===== config.mk =====
export PLATFORM = sky130hd
export DESIGN_NAME = game_status_ctrl_flat
export DESIGN_NICKNAME = d
export VERILOG_FILES = /design/src/rtl/game_defs.sv /design/src/rtl/game_status_ctrl_if.sv /design/src/rtl/frame_tick_gen.sv /design/src/rtl/game_status_ctrl.sv /design/src/flat_wrapper.sv
export SDC_FILE = /design/constraint.sdc
export NUM_CORES = 1
export LEC_CHECK = 0
export CAP_MARGIN = 25
export CORE_MARGIN = 2
export CORE_UTILIZATION = 47
export CTS_CLUSTER_DIAMETER = 80
export DETAILED_ROUTE_END_ITERATION = 8
export HOLD_SLACK_MARGIN = 0.06
export PLACE_DENSITY = 0.8
export SYNTH_ARGS = -nofsm -noshare
export SYNTH_HDL_FRONTEND = slang
export SYNTH_HIERARCHICAL = 1
export SYNTH_SLANG_ARGS = --single-unit

===== constraint.sdc =====
create_clock -name clk -period 2.6 [get_ports clk]
set_input_delay 0.52 -clock clk [delete_from_list [all_inputs] [get_ports clk]]
set_output_delay 0.52 -clock clk [all_outputs]
set_load 0.01 [all_outputs]

===== src/rtl/game_defs.sv =====
// rtl/game_defs.sv - shared game state encodings, colour constants and opaque-pixel test
package game_defs;

  localparam int H_ACTIVE     = 640;
  localparam int V_ACTIVE     = 480;
  localparam int WIN_FRAMES   = 3600;
  localparam int LEVEL_FRAMES = 600;
  localparam int MIN_OVERLAP  = 4;

  localparam logic [11:0] BLACK = 12'h000;
  localparam logic [11:0] WHITE = 12'hFFF;

  typedef enum logic [1:0] {
    ST_IDLE = 2'd0,
    ST_RUN  = 2'd1,
    ST_OVER = 2'd2,
    ST_WIN  = 2'd3
  } game_state_t;

  // Black and white are the sprite generators' "nothing drawn here" colours.
  function automatic logic is_opaque(input logic [11:0] colour);
    return (colour > BLACK) && (colour < WHITE);
  endfunction

endpackage


===== src/rtl/game_status_ctrl_if.sv =====
// rtl/game_status_ctrl_if.sv - pixel inputs and race status outputs of game_status_ctrl
interface game_status_ctrl_if;

  logic [9:0]  pix_row;
  logic [9:0]  pix_col;
  logic        video_on;
  logic        start;
  logic [11:0] player_car_in;
  logic [11:0] moving_cars_in;
  logic        game_over_flag;
  logic        win_reset_flag;
  logic        playing;
  logic [15:0] distance;
  logic [2:0]  speed_level;

  modport master (
    output pix_row, pix_col, video_on, start, player_car_in, moving_cars_in,
    input  game_over_flag, win_reset_flag, playing, distance, speed_level
  );

  modport slave (
    input  pix_row, pix_col, video_on, start, player_car_in, moving_cars_in,
    output game_over_flag, win_reset_flag, playing, distance, speed_level
  );

endinterface


===== src/rtl/frame_tick_gen.sv =====
// rtl/frame_tick_gen.sv - end-of-frame pulse from pixel position; pix_moved_o only with COLLISION_THRESHOLD_EN
module frame_tick_gen #(
  parameter int H_ACTIVE = 640,
  parameter int V_ACTIVE = 480
) (
  input  logic       clk,
  input  logic       reset,
  input  logic [9:0] pix_row_i,
  input  logic [9:0] pix_col_i,
`ifdef COLLISION_THRESHOLD_EN
  output logic       pix_moved_o,
`endif
  output logic       eof_o
);

  localparam logic [9:0] LAST_ROW = 10'(V_ACTIVE - 1);
  localparam logic [9:0] LAST_COL = 10'(H_ACTIVE - 1);

  logic at_end;
  logic at_end_q;

  assign at_end = (pix_row_i == LAST_ROW) && (pix_col_i == LAST_COL);

  // Remember last cycle's end-pixel match so a held pixel gives one pulse per frame
  always_ff @(posedge clk or posedge reset) begin
    if (reset) begin
      at_end_q <= 1'b0;
    end else begin
      at_end_q <= at_end;
    end
  end

  assign eof_o = at_end & ~at_end_q;

`ifdef COLLISION_THRESHOLD_EN
  logic [9:0] row_q;
  logic [9:0] col_q;

  // Previous pixel position, so a pixel held over several clocks is seen once
  always_ff @(posedge clk or posedge reset) begin
    if (reset) begin
      row_q <= '0;
      col_q <= '0;
    end else begin
      row_q <= pix_row_i;
      col_q <= pix_col_i;
    end
  end

  assign pix_moved_o = (pix_row_i != row_q) || (pix_col_i != col_q);
`endif

endmodule


===== src/rtl/game_status_ctrl.sv =====
// rtl/game_status_ctrl.sv - race state machine: collision, distance, speed level; COLLISION_THRESHOLD_EN enables overlap counting
module game_status_ctrl #(
  parameter int H_ACTIVE     = game_defs::H_ACTIVE,
  parameter int V_ACTIVE     = game_defs::V_ACTIVE,
  parameter int WIN_FRAMES   = game_defs::WIN_FRAMES,
  parameter int LEVEL_FRAMES = game_defs::LEVEL_FRAMES,
  parameter int MIN_OVERLAP  = game_defs::MIN_OVERLAP
) (
  input logic               clk,
  input logic               reset,
  game_status_ctrl_if.slave bus
);

  import game_defs::*;

  // Distance is 16 bits and must never wrap; the overlap counter is 8 bits.
  if (WIN_FRAMES < 1 || WIN_FRAMES > 65535 || LEVEL_FRAMES < 1 || LEVEL_FRAMES > 65535 ||
      MIN_OVERLAP < 1 || MIN_OVERLAP > 255) begin : g_param_check
    $error("game_status_ctrl: parameter out of range");
  end

  localparam logic [15:0] WIN_LAST = 16'(WIN_FRAMES - 1);
  localparam logic [15:0] LVL_LAST = 16'(LEVEL_FRAMES - 1);

  game_state_t state_q, state_d;
  logic [15:0] distance_q, distance_d;
  logic [15:0] lvl_cnt_q, lvl_cnt_d;
  logic [2:0]  level_q, level_d;
  logic        over_q, win_q, playing_q;
  logic        eof;
  logic        hit;
  logic        crash;

  assign hit = bus.video_on & is_opaque(bus.player_car_in) & is_opaque(bus.moving_cars_in);

`ifdef COLLISION_THRESHOLD_EN
  localparam logic [8:0] OVERLAP_LIMIT = 9'(MIN_OVERLAP);

  logic       pix_moved;
  logic       count_hit;
  logic [7:0] overlap_q, overlap_d;

  frame_tick_gen #(
    .H_ACTIVE (H_ACTIVE),
    .V_ACTIVE (V_ACTIVE)
  ) u_frame_tick (
    .clk         (clk),
    .reset       (reset),
    .pix_row_i   (bus.pix_row),
    .pix_col_i   (bus.pix_col),
    .pix_moved_o (pix_moved),
    .eof_o       (eof)
  );

  assign count_hit = hit & pix_moved;
  assign crash     = count_hit && (({1'b0, overlap_q} + 9'd1) >= OVERLAP_LIMIT);

  // Per-frame overlap count: cleared on race start and at every frame end, saturating
  always_comb begin
    overlap_d = overlap_q;
    if (state_q == ST_IDLE && bus.start) begin
      overlap_d = '0;
    end else if (state_q == ST_RUN) begin
      if (eof) begin
        overlap_d = '0;
      end else if (count_hit && overlap_q != 8'hFF) begin
        overlap_d = overlap_q + 8'd1;
      end
    end
  end

  // Overlap counter register
  always_ff @(posedge clk or posedge reset) begin
    if (reset) begin
      overlap_q <= '0;
    end else begin
      overlap_q <= overlap_d;
    end
  end
`else
  frame_tick_gen #(
    .H_ACTIVE (H_ACTIVE),
    .V_ACTIVE (V_ACTIVE)
  ) u_frame_tick (
    .clk       (clk),
    .reset     (reset),
    .pix_row_i (bus.pix_row),
    .pix_col_i (bus.pix_col),
    .eof_o     (eof)
  );

  assign crash = hit;
`endif

  // Next state, distance and speed level; a crash beats a finishing frame
  always_comb begin
    state_d    = state_q;
    distance_d = distance_q;
    lvl_cnt_d  = lvl_cnt_q;
    level_d    = level_q;
    case (state_q)
      ST_IDLE: begin
        if (bus.start) begin
          state_d    = ST_RUN;
          distance_d = '0;
          lvl_cnt_d  = '0;
          level_d    = '0;
        end
      end
      ST_RUN: begin
        if (eof) begin
          distance_d = distance_q + 16'd1;
          if (lvl_cnt_q == LVL_LAST) begin
            lvl_cnt_d = '0;
            if (level_q != 3'd7) begin
              level_d = level_q + 3'd1;
            end
          end else begin
            lvl_cnt_d = lvl_cnt_q + 16'd1;
          end
        end
        if (crash) begin
          state_d = ST_OVER;
        end else if (eof && distance_q == WIN_LAST) begin
          state_d = ST_WIN;
        end
      end
      default: begin
        state_d = state_q;
      end
    endcase
  end

  // State, counters and registered status flags
  always_ff @(posedge clk or posedge reset) begin
    if (reset) begin
      state_q    <= ST_IDLE;
      distance_q <= '0;
      lvl_cnt_q  <= '0;
      level_q    <= '0;
      over_q     <= 1'b0;
      win_q      <= 1'b0;
      playing_q  <= 1'b0;
    end else begin
      state_q    <= state_d;
      distance_q <= distance_d;
      lvl_cnt_q  <= lvl_cnt_d;
      level_q    <= level_d;
      over_q     <= (state_d == ST_OVER);
      win_q      <= (state_d == ST_WIN);
      playing_q  <= (state_d == ST_RUN);
    end
  end

  assign bus.game_over_flag = over_q;
  assign bus.win_reset_flag = win_q;
  assign bus.playing        = playing_q;
  assign bus.distance       = distance_q;
  assign bus.speed_level    = level_q;

endmodule


===== src/flat_wrapper.sv =====
// flat-port wrapper written by rule: the top's interface ports become plain ports
module game_status_ctrl_flat import game_defs::*;
#(
  parameter int H_ACTIVE     = game_defs::H_ACTIVE,
  parameter int V_ACTIVE     = game_defs::V_ACTIVE,
  parameter int WIN_FRAMES   = game_defs::WIN_FRAMES,
  parameter int LEVEL_FRAMES = game_defs::LEVEL_FRAMES,
  parameter int MIN_OVERLAP  = game_defs::MIN_OVERLAP
)
  (clk, reset, bus_pix_row, bus_pix_col, bus_video_on, bus_start, bus_player_car_in, bus_moving_cars_in, bus_game_over_flag, bus_win_reset_flag, bus_playing, bus_distance, bus_speed_level);
  game_status_ctrl_if bus_i ();
  input logic clk;
  input logic reset;
  input wire logic [$bits(bus_i.pix_row)-1:0] bus_pix_row;
  input wire logic [$bits(bus_i.pix_col)-1:0] bus_pix_col;
  input wire logic [$bits(bus_i.video_on)-1:0] bus_video_on;
  input wire logic [$bits(bus_i.start)-1:0] bus_start;
  input wire logic [$bits(bus_i.player_car_in)-1:0] bus_player_car_in;
  input wire logic [$bits(bus_i.moving_cars_in)-1:0] bus_moving_cars_in;
  output wire logic [$bits(bus_i.game_over_flag)-1:0] bus_game_over_flag;
  output wire logic [$bits(bus_i.win_reset_flag)-1:0] bus_win_reset_flag;
  output wire logic [$bits(bus_i.playing)-1:0] bus_playing;
  output wire logic [$bits(bus_i.distance)-1:0] bus_distance;
  output wire logic [$bits(bus_i.speed_level)-1:0] bus_speed_level;
  assign bus_i.pix_row = bus_pix_row;
  assign bus_i.pix_col = bus_pix_col;
  assign bus_i.video_on = bus_video_on;
  assign bus_i.start = bus_start;
  assign bus_i.player_car_in = bus_player_car_in;
  assign bus_i.moving_cars_in = bus_moving_cars_in;
  assign bus_game_over_flag = bus_i.game_over_flag;
  assign bus_win_reset_flag = bus_i.win_reset_flag;
  assign bus_playing = bus_i.playing;
  assign bus_distance = bus_i.distance;
  assign bus_speed_level = bus_i.speed_level;
  game_status_ctrl #(.H_ACTIVE(H_ACTIVE), .V_ACTIVE(V_ACTIVE), .WIN_FRAMES(WIN_FRAMES), .LEVEL_FRAMES(LEVEL_FRAMES), .MIN_OVERLAP(MIN_OVERLAP)) u_core (.clk(clk), .reset(reset), .bus(bus_i));
endmodule

### After elaboration in Yosys (flattened, before gate mapping)

Cells that the tools add are included.

* register bits after elaboration: 41

* $add $sub $neg: 3
* order comparisons: 4
* equal/unequal tests: 13
* multiplexer cells: 15
* bitwise logic cells: 4
* reduce and logical (&&, ||, !) cells: 8

Operator list (count)
* $mux W16: 4
* $pmux W16 S2: 2
* $add A16 B1 Y16 const B: 2
* $gt A12 B1 Y1 const B: 2
* $lt A12 B12 Y1 const B: 2
* $eq A16 B10 Y1 const B: 1
* $eq A16 B12 Y1 const B: 1
* $mux W3: 4
* $eq A10 B10 Y1 const B: 1
* $eq A10 B9 Y1 const B: 1
* $mux W2: 3
* $ne A2 B1 Y1 const B: 3
* $pmux W3 S2: 1
* $reduce_and A5 Y1: 1
* $eq A2 B1 Y1 const B: 2
* $eq A2 B2 Y1 const B: 2
* $logic_and A1 B1 Y1: 4
* $pmux W2 S2: 1
* $add A3 B1 Y3 const B: 1
* $and A1 B1 Y1: 3
* $ne A3 B3 Y1 const B: 1
* $reduce_and A3 Y1: 1
* $logic_not A2 Y1: 1
* $ne A2 B2 Y1 const B: 1
* other kinds (2): 2

### Logic depth before layout (Yosys ltp)

Gate-level depths: netlist of run 1.

* word-level depth: 8
* mapped depth: 8
* depth with buffers taken out: 7

### Modules after synthesis

Netlist of run 1, hierarchy kept.

By module, submodules not included
* game_status_ctrl: instances 1, cells each 249, area an instance 2245.9 um2, sequential area each 1001.0 um2
* frame_tick_gen: instances 1, cells each 11, area an instance 98.8 um2, sequential area each 25.0 um2

### Worst setup path after synthesis of run 1

No wires, ideal clock.

* path type: input to register
* start point: input port bus_pix_col[8]
* end point: register u_core.distance_q[11], in the netlist u_core/bus.distance[11]
* setup time: 78 ps
* arrival time: 2401 ps
* data required time: 2522 ps
* slack: 120 ps
* stages on the path: 8
* path buffers: 1
* cells stage by stage: and4bb_2 -> nand3_1 -> nor3_2 -> mux2i_1 -> or4_4 -> clkbuf_2 -> or4_1 -> a21oi_1

* cells in the longest elaborated chain, start to end: 5

Ends and longest elaborated chain
* start, declared: line flat_wrapper.sv:15 `input wire logic [$bits(bus_i.pix_col)-1:0] bus_pix_col;`
* $eq A10 B10 Y1: line frame_tick_gen.sv:22 `assign at_end = (pix_row_i == LAST_ROW) && (pix_col_i == LAST_COL);`
* $logic_and A1 B1 Y1: line frame_tick_gen.sv:22
* $and A1 B1 Y1: line frame_tick_gen.sv:33 `assign eof_o = at_end & ~at_end_q;`
* named net u_core.eof: line game_status_ctrl.sv:30 `logic eof;`
* $ne A2 B1 Y1 (no line)
* $reduce_and A3 Y1 (no line)
* end signal, assigned: line game_status_ctrl.sv:146 `distance_q <= distance_d;`
* end, declared: line game_status_ctrl.sv:26 `logic [15:0] distance_q, distance_d;`

The timed path passes the listed nets, and every way through them passes these cells.
A chain may end at the register's enable or synchronous reset.

### Worst setup path in the final report of run 1

* start point: input port bus_pix_col[0]
* end point: register u_core.distance_q[11], in the netlist u_core/bus.distance[11]

Same word-level chain as after synthesis.

==> flow_summary.yaml, run 1 <==
status:
  status: "complete, no violations"
synth:
  synth-seq-cells: 41
  syn-num-nets: 312
  synth_async_sr_flop_share_pct: 100
  syn_avg_cell_area_sq_um: 9.02
  synth_area_sq_um: 2340
  yosysTopAreaCellShare_pct: 43.8
  ys_seq_area_share_pct: 43.8
  synth_edf_count: 0
  synthTopCellsByArea: "dfrtp_1 (44%), nor4_1 (3.7%), nand2_1 (3.7%)"
  syn_inst: 260
  yosysUniqueCellTypes: 42
  ys_warn_count: 6
  yosysTopAreaCell: "dfrtp_1"
  synth_flop_cell: "dfrtp_1"
timing:
  clock_skew_ns: 0.00710
  worst_slew_pin_slew_ns: 0.644
  slew_violations: 0
  tns_ns: 0
  fin_crit_ns: 2.34
  slew_headroom_pct: 56.6
  max_freq_mhz: 427
  setup_viol: 0
  timing.final.hold_violations: 0
  period_share_pct: 90.1
  rsz0062_at_grt: "false"
placement:
  port_buffers: 69
  place_area_sq_um: 3160
  place.gp.congestion: 0.788
  hpwlAfterDp_um: 4340
  dp_cells: 396
drt:
  drt_iter0_markers: 152
  vias: 2365
  firstDrtPassIters: 4
  drc: 0
  routed_wl_um: 6000
  via_per_inst: 5.83
  wl_per_cell_um: 14.8
  ant_nets: 0
worst_setup_path:
  critical-path-slowest-cell: "or4_4"
  worstPathMaxFanout: 6
  critical-path-max-stage-delay_ns: 0.57
  arrival_ns: 2.57
  crit_required_ns: 2.82
  critical_path_class: "input port to flip-flop"
  path_cells: "dlymetal6s2s_1 -> nand4_1 -> or2_1 -> nor3_4 -> mux2i_2 -> or4_4 -> or4_4 -> a21oi_2"
  crit_top_cell: "or4_4"
  worstSetupStartpointType: "input port"
  endpoint_kind: "flip-flop"
cts:
  cts_tree: "done"
  cts_buffer_depth: 2
  cts_buffers: 5
  cts_root_buf: "clkbuf_8"
  cts_sinks: 41
  htreeDepth: 2
  holdBufCountCts: 0
  path_clk_slew_ns: 0.07
  clock_latency_ns: 0.29
power:
  p_per_area_nw_per_um2: 553
  peakVddDrop_v: 0.000385
  p_leak_nw: 1.49
  p_total_mw: 1.87
global_routing:
  grt_max_degree: 41
  grt_pass1_wl_um: 9990
  grt_pass1_vias: 2317
  grt_overflow: 0
  grt_usage_pct: 22.9
  antenna_found_initial: 0
layout:
  drive_gt1_share_pct: 11.2
  design_area_sq_um: 3380
  nets: 391
  area_growth_pct: 44.1
  final_cell_count_no_fill: 406
  diodes: 0
die:
  die_h_um: 74.6
  dieWidth_um: 74.6
  io_pins: 70
  floorplan.initialDensity_pct: 49.3
  die_area_sq_um: 5570
  core_sq_um: 4750
  rows: 25
hold_path:
  min_path_type: "input port to asynchronous set/reset pin"
job:
  drv_cap: 0
-- path summary, 6_finish.rpt --
check	from	end	slack, ns	cells past startpoint
worst min register to register	u_core/bus.distance[1]	u_core/bus.distance[1]	0.55	2
worst max register to register	u_core/lvl_cnt_q[0]	u_core/bus.speed_level[0]	0.47	5
min in group clk	u_core/bus.distance[1]	u_core/bus.distance[1]	0.55	2
max in group asynchronous	reset	u_core/lvl_cnt_q[6]	1.58	3
worst max-delay path	bus_pix_col[0]	u_core/bus.distance[11]	0.26	8
worst min-delay path	reset	u_core/u_frame_tick/at_end_q	0.39	2
-- cells by family (layout without fill, tap and decap cells) --
| group | count (synthesis) | in the layout | synth area share, % |
|---|---|---|---|
| buffers and inverters | 24 | 103 | 3.90 |
| DFF | 41 | 41 | 43.8 |
| muxes | 3 | 3 | 1.28 |
| xor gates and xnor gates | 10 | 10 | 3.74 |
| adders and majority gates | 4 | 4 | 2.13 |
| and+or+nand+nor | 134 | 134 | 33.4 |
| AOI/OAI and AO/OA | 44 | 44 | 11.8 |
-- per-layer routing --
layer  vias up  routed length, um  track usage (%)
li1       1136                  -                -
met1      1121               2570             29.2
met2        96               2990             38.9
met3        12                355             5.22
met4         0                 92             6.94
met5         -                  0                0
-- what timing repair did --
item                       CTS  global route
setup endpoints to repair   12            21
pin swaps                    2            17
resized for setup            3            30
buffers inserted             3             0
-- registers in the layout (all words and copies together) (netlist names) --
signal	cells
u_core/bus.distance	16
u_core/bus.game_over_flag	1
u_core/bus.playing	1
u_core/bus.speed_level	3
u_core/bus.win_reset_flag	1
u_core/lvl_cnt_q	16
u_core/state_q	2
u_core/u_frame_tick/at_end_q	1
-- cell type report --
type | count | area, sq um
flip-flops and latches | 41 | 1030
repair buffers | 83 | 846
clock buffers | 7 | 86.3
multi-input cells | 195 | 1290
inverters | 13 | 48.8
fillers | 385 | 1380
well taps | 67 | 83.8
-- worst max-delay path: cells and delay by family --
family                 cells  cell delay, ns
buffers and inverters      1            0.10
AOI/OAI and AO/OA          1            0.12
and+or+nand+nor            5            1.71
muxes                      1            0.11
-- layout by cell type (no fill, tap or decap), types with 3 or more instances in the layout --
cell type        instances
and4_1                   3
dfrtp_1                 41
o31ai_1                  9
xnor2_1                  9
ha_1                     4
o21ai_0                  7
a21oi_2                  3
a21oi_1                 13
nor3b_1                  3
dlymetal6s2s_1          20
or2_2                    4
or4_4                    4
inv_1                   13
nand2_1                 23
nor4_1                  14
nor2_1                  16
and3_1                   4
or4_1                    8
clkbuf_8                 6
or3_1                    4
nor4b_1                  4
clkdlybuf4s50_1         49
nor3_1                   5
o211ai_1                 4
buf_4                   14
nand3_1                 14
nand4_1                 13
-- Yosys cell counts (4+ instances only) --
master	number
o21ai_0	7
nor3_1	5
or4_1	11
nor2_1	16
and3_1	4
inv_1	13
or2_2	4
dfrtp_1	41
nor4_1	14
o211ai_1	4
nor4b_1	4
or3_1	6
nand3_1	15
nand2_1	23
a21oi_1	16
o31ai_1	9
clkbuf_1	10
nand4_1	13
xnor2_1	9
ha_1	4
-- where the power goes --
part	switching (mW)	internal [mW]	total (mW)
logic	0.260	0.313	0.573
clock network	0.202	0.211	0.412
registers	0.141	0.742	0.883
-- stage by stage --
step | hold WS [ns] | setup WS, ns | utilization, %
finish | 0.388 | 0.258 | 71.1
global route | 0.387 | 0.173 | 71.1
CTS | 0.387 | 0.00304 | 69.0
detailed placement | 0.529 | -0.433 | 66.4
global placement | 0.506 | -0.330 | 66.4
floorplan | 0.249 | 0.120 | -
(Power assumes the default switching activity.)
==> run 2: changes to the inputs <==
--- a/config.mk
+++ b/config.mk
@@ -5,13 +5,14 @@
 export SDC_FILE = /design/constraint.sdc
 export NUM_CORES = 1
 export LEC_CHECK = 0
-export CAP_MARGIN = 25
+export CAP_MARGIN = 20
 export CORE_MARGIN = 2
 export CORE_UTILIZATION = 47
 export CTS_CLUSTER_DIAMETER = 80
 export DETAILED_ROUTE_END_ITERATION = 8
 export HOLD_SLACK_MARGIN = 0.06
 export PLACE_DENSITY = 0.8
+export RECOVER_POWER = 50
 export SYNTH_ARGS = -nofsm -noshare
 export SYNTH_HDL_FRONTEND = slang
 export SYNTH_HIERARCHICAL = 1
==> flow_summary.yaml, run 2 (same netlist as run 1, synthesis figures left out) <==
power:
  peakVddDrop_v: 0.000371
  p_per_area_nw_per_um2: 550
  p_total_mw: 1.85
  p_leak_nw: 1.50
layout:
  nets: 391
  mostFrequentLayoutCell: "dfrtp_1"
  fillerInstances: 389
  final_cell_mix: "dfrtp_1 (41), clkdlybuf4s50_1 (39), nand2_1 (23)"
  seqCellArea_sq_um: 1030
  multi_input_area_sq_um: 1270
  area_growth_pct: 43.3
  drive_gt1_share_pct: 10.6
  diodes: 0
die:
  die_h_um: 74.6
  die_area_sq_um: 5570
  io_pins: 70
  dieWidth_um: 74.6
  rows: 25
  core_sq_um: 4750
  floorplan.initialDensity_pct: 49.3
drt:
  drc: 0
  wl_per_cell_um: 14.9
  vias: 2379
  firstDrtPassIters: 4
  routed_wl_um: 6030
  drt_iter0_markers: 152
  ant_nets: 0
  via_per_inst: 5.86
job:
  drv_cap: 0
timing:
  rsz0062_at_grt: "false"
  timing.final.hold_violations: 0
  setup_viol: 0
  worst_slew_pin_slew_ns: 0.994
  slew_headroom_pct: 33.7
  fin_crit_ns: 2.35
  tns_ns: 0
  slew_violations: 0
  period_share_pct: 90.4
  clock_skew_ns: 0.00809
  max_freq_mhz: 425
hold_path:
  min_path_type: "input port to asynchronous set/reset pin"
worst_setup_path:
  endpoint_kind: "flip-flop"
  worstPathMaxFanout: 6
  reg2reg_slack_ns: 0.47
  arrival_ns: 2.57
  worstSetupStartpointType: "input port"
  crit_required_ns: 2.82
  critical_path_class: "input port to flip-flop"
placement:
  place.gp.congestion: 0.788
  port_buffers: 69
  hpwlAfterDp_um: 4340
cts:
  cts_buffers: 5
  clock_latency_ns: 0.29
  cts_buffer_depth: 2
  cts_sinks: 41
  path_clk_slew_ns: 0.08
  htreeDepth: 2
  cts_root_buf: "clkbuf_8"
  cts_tree: "done"
status:
  status: "complete, no violations"
global_routing:
  grt_pass1_vias: 2317
  grt_usage_pct: 22.9
  grt_max_degree: 41
  antenna_found_initial: 0
  grt_pass1_wl_um: 9990
  grt_overflow: 0
-- run 2: report_power, final --
| part | internal, mW | switching [mW] |
|---|---|---|
| Sequential | 0.742 | 0.139 |
| Combinational | 0.294 | 0.259 |
| Clock | 0.211 | 0.203 |
| Total | 1.25 | 0.601 |
-- run 2: path summary, 6_finish.rpt --
kind	start	depth (start not counted)	endpoint
min reg2reg	u_core/bus.distance[1]	2	u_core/bus.distance[1]
max	bus_pix_col[7]	8	u_core/bus.distance[11]
max in group asynchronous	reset	3	u_core/lvl_cnt_q[11]
min in group clk	u_core/bus.distance[1]	2	u_core/bus.distance[1]
min	reset	2	u_core/u_frame_tick/at_end_q
max reg2reg	u_core/lvl_cnt_q[0]	5	u_core/bus.speed_level[0]
-- run 2: final cells by class --
cell class / count / share of cell area (%)
sequential: 41 / 30.5
inverter: 13 / 1.45
timing repair buffer: 83 / 25.0
clock buffer: 7 / 2.57
tap: 67 / 2.50
multi-input combinational: 195 / 38.0
-- run 2: per-layer routing --
| metal | global-route usage [%] | wire (um) | part of all wire [%] | vias to the layer above |
|---|---|---|---|---|
| met4 | 6.94 | 82 | 1.4 | 0 |
| met5 | 0 | 0 | 0 | - |
| met1 | 29.2 | 2620 | 43 | 1147 |
| met3 | 5.22 | 326 | 5.4 | 10 |
| li1 | - | - | - | 1133 |
| met2 | 38.9 | 3000 | 50 | 89 |
-- run 2: through the flow --
step	setup WS [ns]	utilization, %	cells	cell area [sq um]	hold slack [ns]
2_1_floorplan	0.120	-	260	2340	0.249
3_3_place_gp	-0.330	66.4	396	3160	0.506
3_5_place_dp	-0.433	66.4	396	3160	0.529
4_1_cts	0.00304	69.0	406	3280	0.387
5_1_grt	0.173	70.7	406	3360	0.520
6_report	0.250	70.7	406	3360	0.520
-- run 2: repair_timing --
| item | CTS | global route |
|---|---|---|
| hold buffers | 0 | 0 |
| pin swaps | 2 | 17 |
| setup endpoints to repair | 12 | 21 |
| gates resized for setup | 3 | 30 |
| buffers inserted | 3 | 0 |
-- run 2: worst max-delay path: stages --
cell	delay, ns
dlymetal6s2s_1	0.12
and4bb_2	0.28
nand3_1	0.13
nor3_4	0.16
mux2i_2	0.11
or4_4	0.57
or4_4	0.56
a21oi_2	0.12
==> patch 1: new RTL, config.mk and constraints of run 2 <==
Encoding of `game_state_t`: now one-hot (4 bits for 4 states).
--- a/src/rtl/game_defs.sv
+++ b/src/rtl/game_defs.sv
@@ -10,11 +10,11 @@
   localparam logic [11:0] BLACK = 12'h000;
   localparam logic [11:0] WHITE = 12'hFFF;
 
-  typedef enum logic [1:0] {
-    ST_IDLE = 2'd0,
-    ST_RUN  = 2'd1,
-    ST_OVER = 2'd2,
-    ST_WIN  = 2'd3
+  typedef enum logic [3:0] {
+    ST_IDLE = 4'b0001,
+    ST_RUN  = 4'b0010,
+    ST_OVER = 4'b0100,
+    ST_WIN  = 4'b1000
   } game_state_t;
 
   // Black and white are the sprite generators' "nothing drawn here" colours.
Formal check against the unedited RTL: no difference found for any inputs over 10 cycles, from zero or initial values and one cycle with reset high; not proved beyond that.
==> patch 1 against run 2 <==
Sequential cell count up 2. Area after synthesis rose by 3.6%. Wire length is 9.1% lower. Worst setup slack worse by 0.16 ns. Cell count down 0.49%. Final area up 1.8%. Global-route usage fell by 2.3 points. Highest routed layer unchanged.
Power is not compared: it rests on default switching activity, and its combinational part moved more than twofold at a synthesized area within 25%.
==> patch 1: results (changes against run 2) <==
largest net degree at the start of global routing=43 (was 41); crit path DAT=2.68 ns (was 2.57 ns); Starting DRT DRC Count=223 (was 152); via-per-instance ratio=5.44 (was 5.86); sequential area share after synthesis=44.4% (was 43.8%); HPWL after detailed placement=4.11 mm (was 4.34 mm); syn nets=302 (was 312); Worst slew margin=33.9% (was 33.7%); peak fanout along the critical path=5 (was 6); share of cells above drive strength 1=14.7% (was 10.6%); global-route wire length before repair=9.15 mm (was 9.99 mm); Hold WS=0.511 ns (was 0.520 ns); routability congestion estimate from global placement=0.785 (was 0.788); outcome=completed (unchanged); Worst path slowest cell=clkdlybuf4s50_1 (was or4_4); Fillers=397 (was 389); Placed Area=3260 sq um (was 3160 sq um); post-synthesis area per instance=9.71 sq um (was 9.02 sq um); Fin Clk Skew=0.00552 ns (was 0.00809 ns); Finished Layout Cells=404 (was 406); CP peak stage delay=0.46 ns (was 0.57 ns); Cell variety after synth=48 (was 42); setup slack, reg-to-reg=0.68 ns (was 0.47 ns); worst r2r src=u_core/state_q[3] (was u_core/lvl_cnt_q[0]); Synth area leaders=dfrtp_1 43%, nor2_1 5.6%, nand4_1 4.9% (was dfrtp_1 44%, nor4_1 3.7%, nand2_1 3.7%); Post-synth top cells=42 x dfrtp_1, 36 x nor2_1, 22 x nand2_1, 19 x nand4_1, 14 x nand3_1 (was 41 x dfrtp_1, 23 x nand2_1, 16 x a21oi_1, 16 x nor2_1, 15 x nand3_1)
[patch 1: worst max-delay path by stage]
stage	start	end	slack (ns)	cells after the start
after global routing	bus_pix_col[1]	u_core/bus.distance[11]	0.0002	11
after CTS	bus_pix_col[6]	u_core/state_q[1]	0.01	8
after detailed placement	bus_pix_col[1]	u_core/bus.playing	-0.36	8
after global placement	bus_pix_col[4]	u_core/state_q[1]	-0.30	8
after floorplan	bus_pix_col[8]	u_core/state_q[1]	0.21	7
final	bus_pix_col[1]	u_core/bus.distance[11]	0.09	11
[patch 1: logic make-up after synthesis]
kind of cell	synth area share, %
and+or+nand+nor	31.4
DFF	44.4
AOI/OAI and AO/OA	11.1
xor gates and xnor gates	7.93
buffers and inverters	2.68
adders and majority gates	2.06
muxes	0.464
[patch 1: metrics by stage]
stage / setup slack [ns] / utilization, %
after floorplan: 0.213 / -
after global routing: 0.000181 / 67.8
after detailed placement: -0.362 / 64.6
final: 0.0892 / 67.8
after CTS: 0.0123 / 66.6
after global placement: -0.304 / 64.6
[patch 1: final cells by class]
class                   instances  area, sq um  share of cell area [%]
multi-input cells             196         1340                    39.0
flip-flops and latches         43         1080                    31.5
repair buffers                 83          815                    23.8
well taps                      70         87.6                    2.56
clock buffers                   6         82.6                    2.41
inverters                       5         18.8                   0.549
clock inverters                 1         5.00                   0.146
[patch 1: what timing repair did]
| action | CTS | global route |
|---|---|---|
| gates resized for setup | 1 | 17 |
| setup buffers | 1 | 0 |
| pin swaps | 1 | 9 |
| endpoints found under the setup margin | 6 | 31 |
[patch 1: metal layers]
metal,vias up,wire (um),GRT usage (%)
li1,1076,-,-
met1,1043,2420,27.0
met2,71,2680,33.2
met3,6,292,4.10
met4,0,83,8.58
met5,-,0,0
==> patch 2: new RTL, settings of run 2 <==
Made on the original files. Build with the macro `COLLISION_THRESHOLD_EN` defined.
--- a/src/rtl/frame_tick_gen.sv
+++ b/src/rtl/frame_tick_gen.sv
@@ -1,4 +1,6 @@
 // rtl/frame_tick_gen.sv - end-of-frame pulse from pixel position; pix_moved_o only with COLLISION_THRESHOLD_EN
+`define COLLISION_THRESHOLD_EN
+
 module frame_tick_gen #(
   parameter int H_ACTIVE = 640,
   parameter int V_ACTIVE = 480
Check against the original RTL: not equivalent (Yosys sat finds a counterexample within 4 cycles, from zero or initial values and one cycle with reset high).
==> patch 2 against run 2 <==
The flow now finishes with violations (negative setup slack). Sequential cell count grew 28. Critical endpoint is now u_core/bus.distance[14]. Worst setup slack lost 0.27 ns. Area after synthesis grew 49%. Cell count grew 37%. Final area grew 43%. Non-clock buffer count grew 24. Sequential power grew 59%. Wire length grew 41%. Power grew 67%. Sequential share of layout area grew 5.3 points.
==> patch 2: results (changes against run 2) <==
power share of the clock group=31.4% (was 22.4%); met3 usage=4.61% (was 5.22%); Non-Clock Buffer Count=107 (was 83); Post-synth top cells=69 x dfrtp_1, 33 x nor2_1, 25 x nand2_1, 25 x nand4_1 (was 41 x dfrtp_1, 23 x nand2_1, 16 x a21oi_1, 16 x nor2_1, 15 x nand3_1); final setup vio count=1 (was 0); grt met1 use=25.9% (was 29.2%); Worst path slowest cell=clkdlybuf4s50_1 (was or4_4); Setup WS post-layout=-0.0161 ns (was 0.250 ns); number of global-route vias before repair=3198 (was 2317); Finished Layout Cells=557 (was 406); outcome=finished, violations left (was completed); Post-CTS Resized=4 (was 3); Power Internal=0.00213 W (was 0.00125 W); Worst Hold Class=input pin to register (was input pin to asynchronous set/reset pin); Hold WS=0.492 ns (was 0.520 ns); Leakage=2.03 nW (was 1.50 nW); die span in x=90.2 um (was 74.6 um); share of cells above drive strength 1=14.8% (was 10.6%); setup slack, reg-to-reg=0.37 ns (was 0.47 ns); postcts setup bufs=1 (was 3); drt pass-1 iters=5 (was 4); Placed Area=4550 sq um (was 3160 sq um); placed insts=540 (was 396); met2 usage=38.1% (was 38.9%); Fin Clk Skew=0.00573 ns (was 0.00809 ns); Worst slew margin=31.8% (was 33.7%); CTS buffer count=9 (was 5); post-synthesis area per instance=10.2 sq um (was 9.02 sq um); VDD IR-drop max=0.283 mV (was 0.371 mV); Nets=507 (was 391); worst r2r src=u_core/state_q[1] (was u_core/lvl_cnt_q[0]); crit path DAT=2.85 ns (was 2.57 ns); failing checks=negative setup slack; largest net degree at the start of global routing=28 (was 41); Reg-to-Reg End=u_core/overlap_q[7] (was u_core/bus.speed_level[0]); worst slack, placed=-0.398 ns (was -0.433 ns); global-route wire length before repair=14.2 mm (was 9.99 mm); sequential area share after synthesis=49.4% (was 43.8%)
[patch 2: cell types whose count changed in the layout (fill, tap and decap cells not counted), sizes merged, moves of 9 or more]
cell	run 2	this run
a21oi	16	3
buf	12	34
clkdlybuf4s50	39	67
dfrtp	41	69
dlygate4sd3	10	1
dlymetal6s2s	20	1
nand4	13	25
nor2	16	34
o21ai	7	16
or4	12	1
xnor2	9	21
xor2	1	21
[patch 2: worst max-delay path, delay by kind of cell]
family,cells,cell delay (ns)
XOR/XNOR,1,0.16
buffers and inverters,3,0.85
multiplexers,1,0.15
AND/OR/NAND/NOR,7,1.17
[patch 2: cell families after synthesis]
kind of cell / Yosys count / share of synthesized area [%]
AND/OR/NAND/NOR: 159 / 25.0
flip-flops: 69 / 49.4
AO/OA/AOI/OAI: 44 / 9.31
XOR/XNOR: 42 / 10.5
buffers and inverters: 17 / 2.29
adder cells (fa/ha/maj): 6 / 2.15
multiplexers: 4 / 1.29
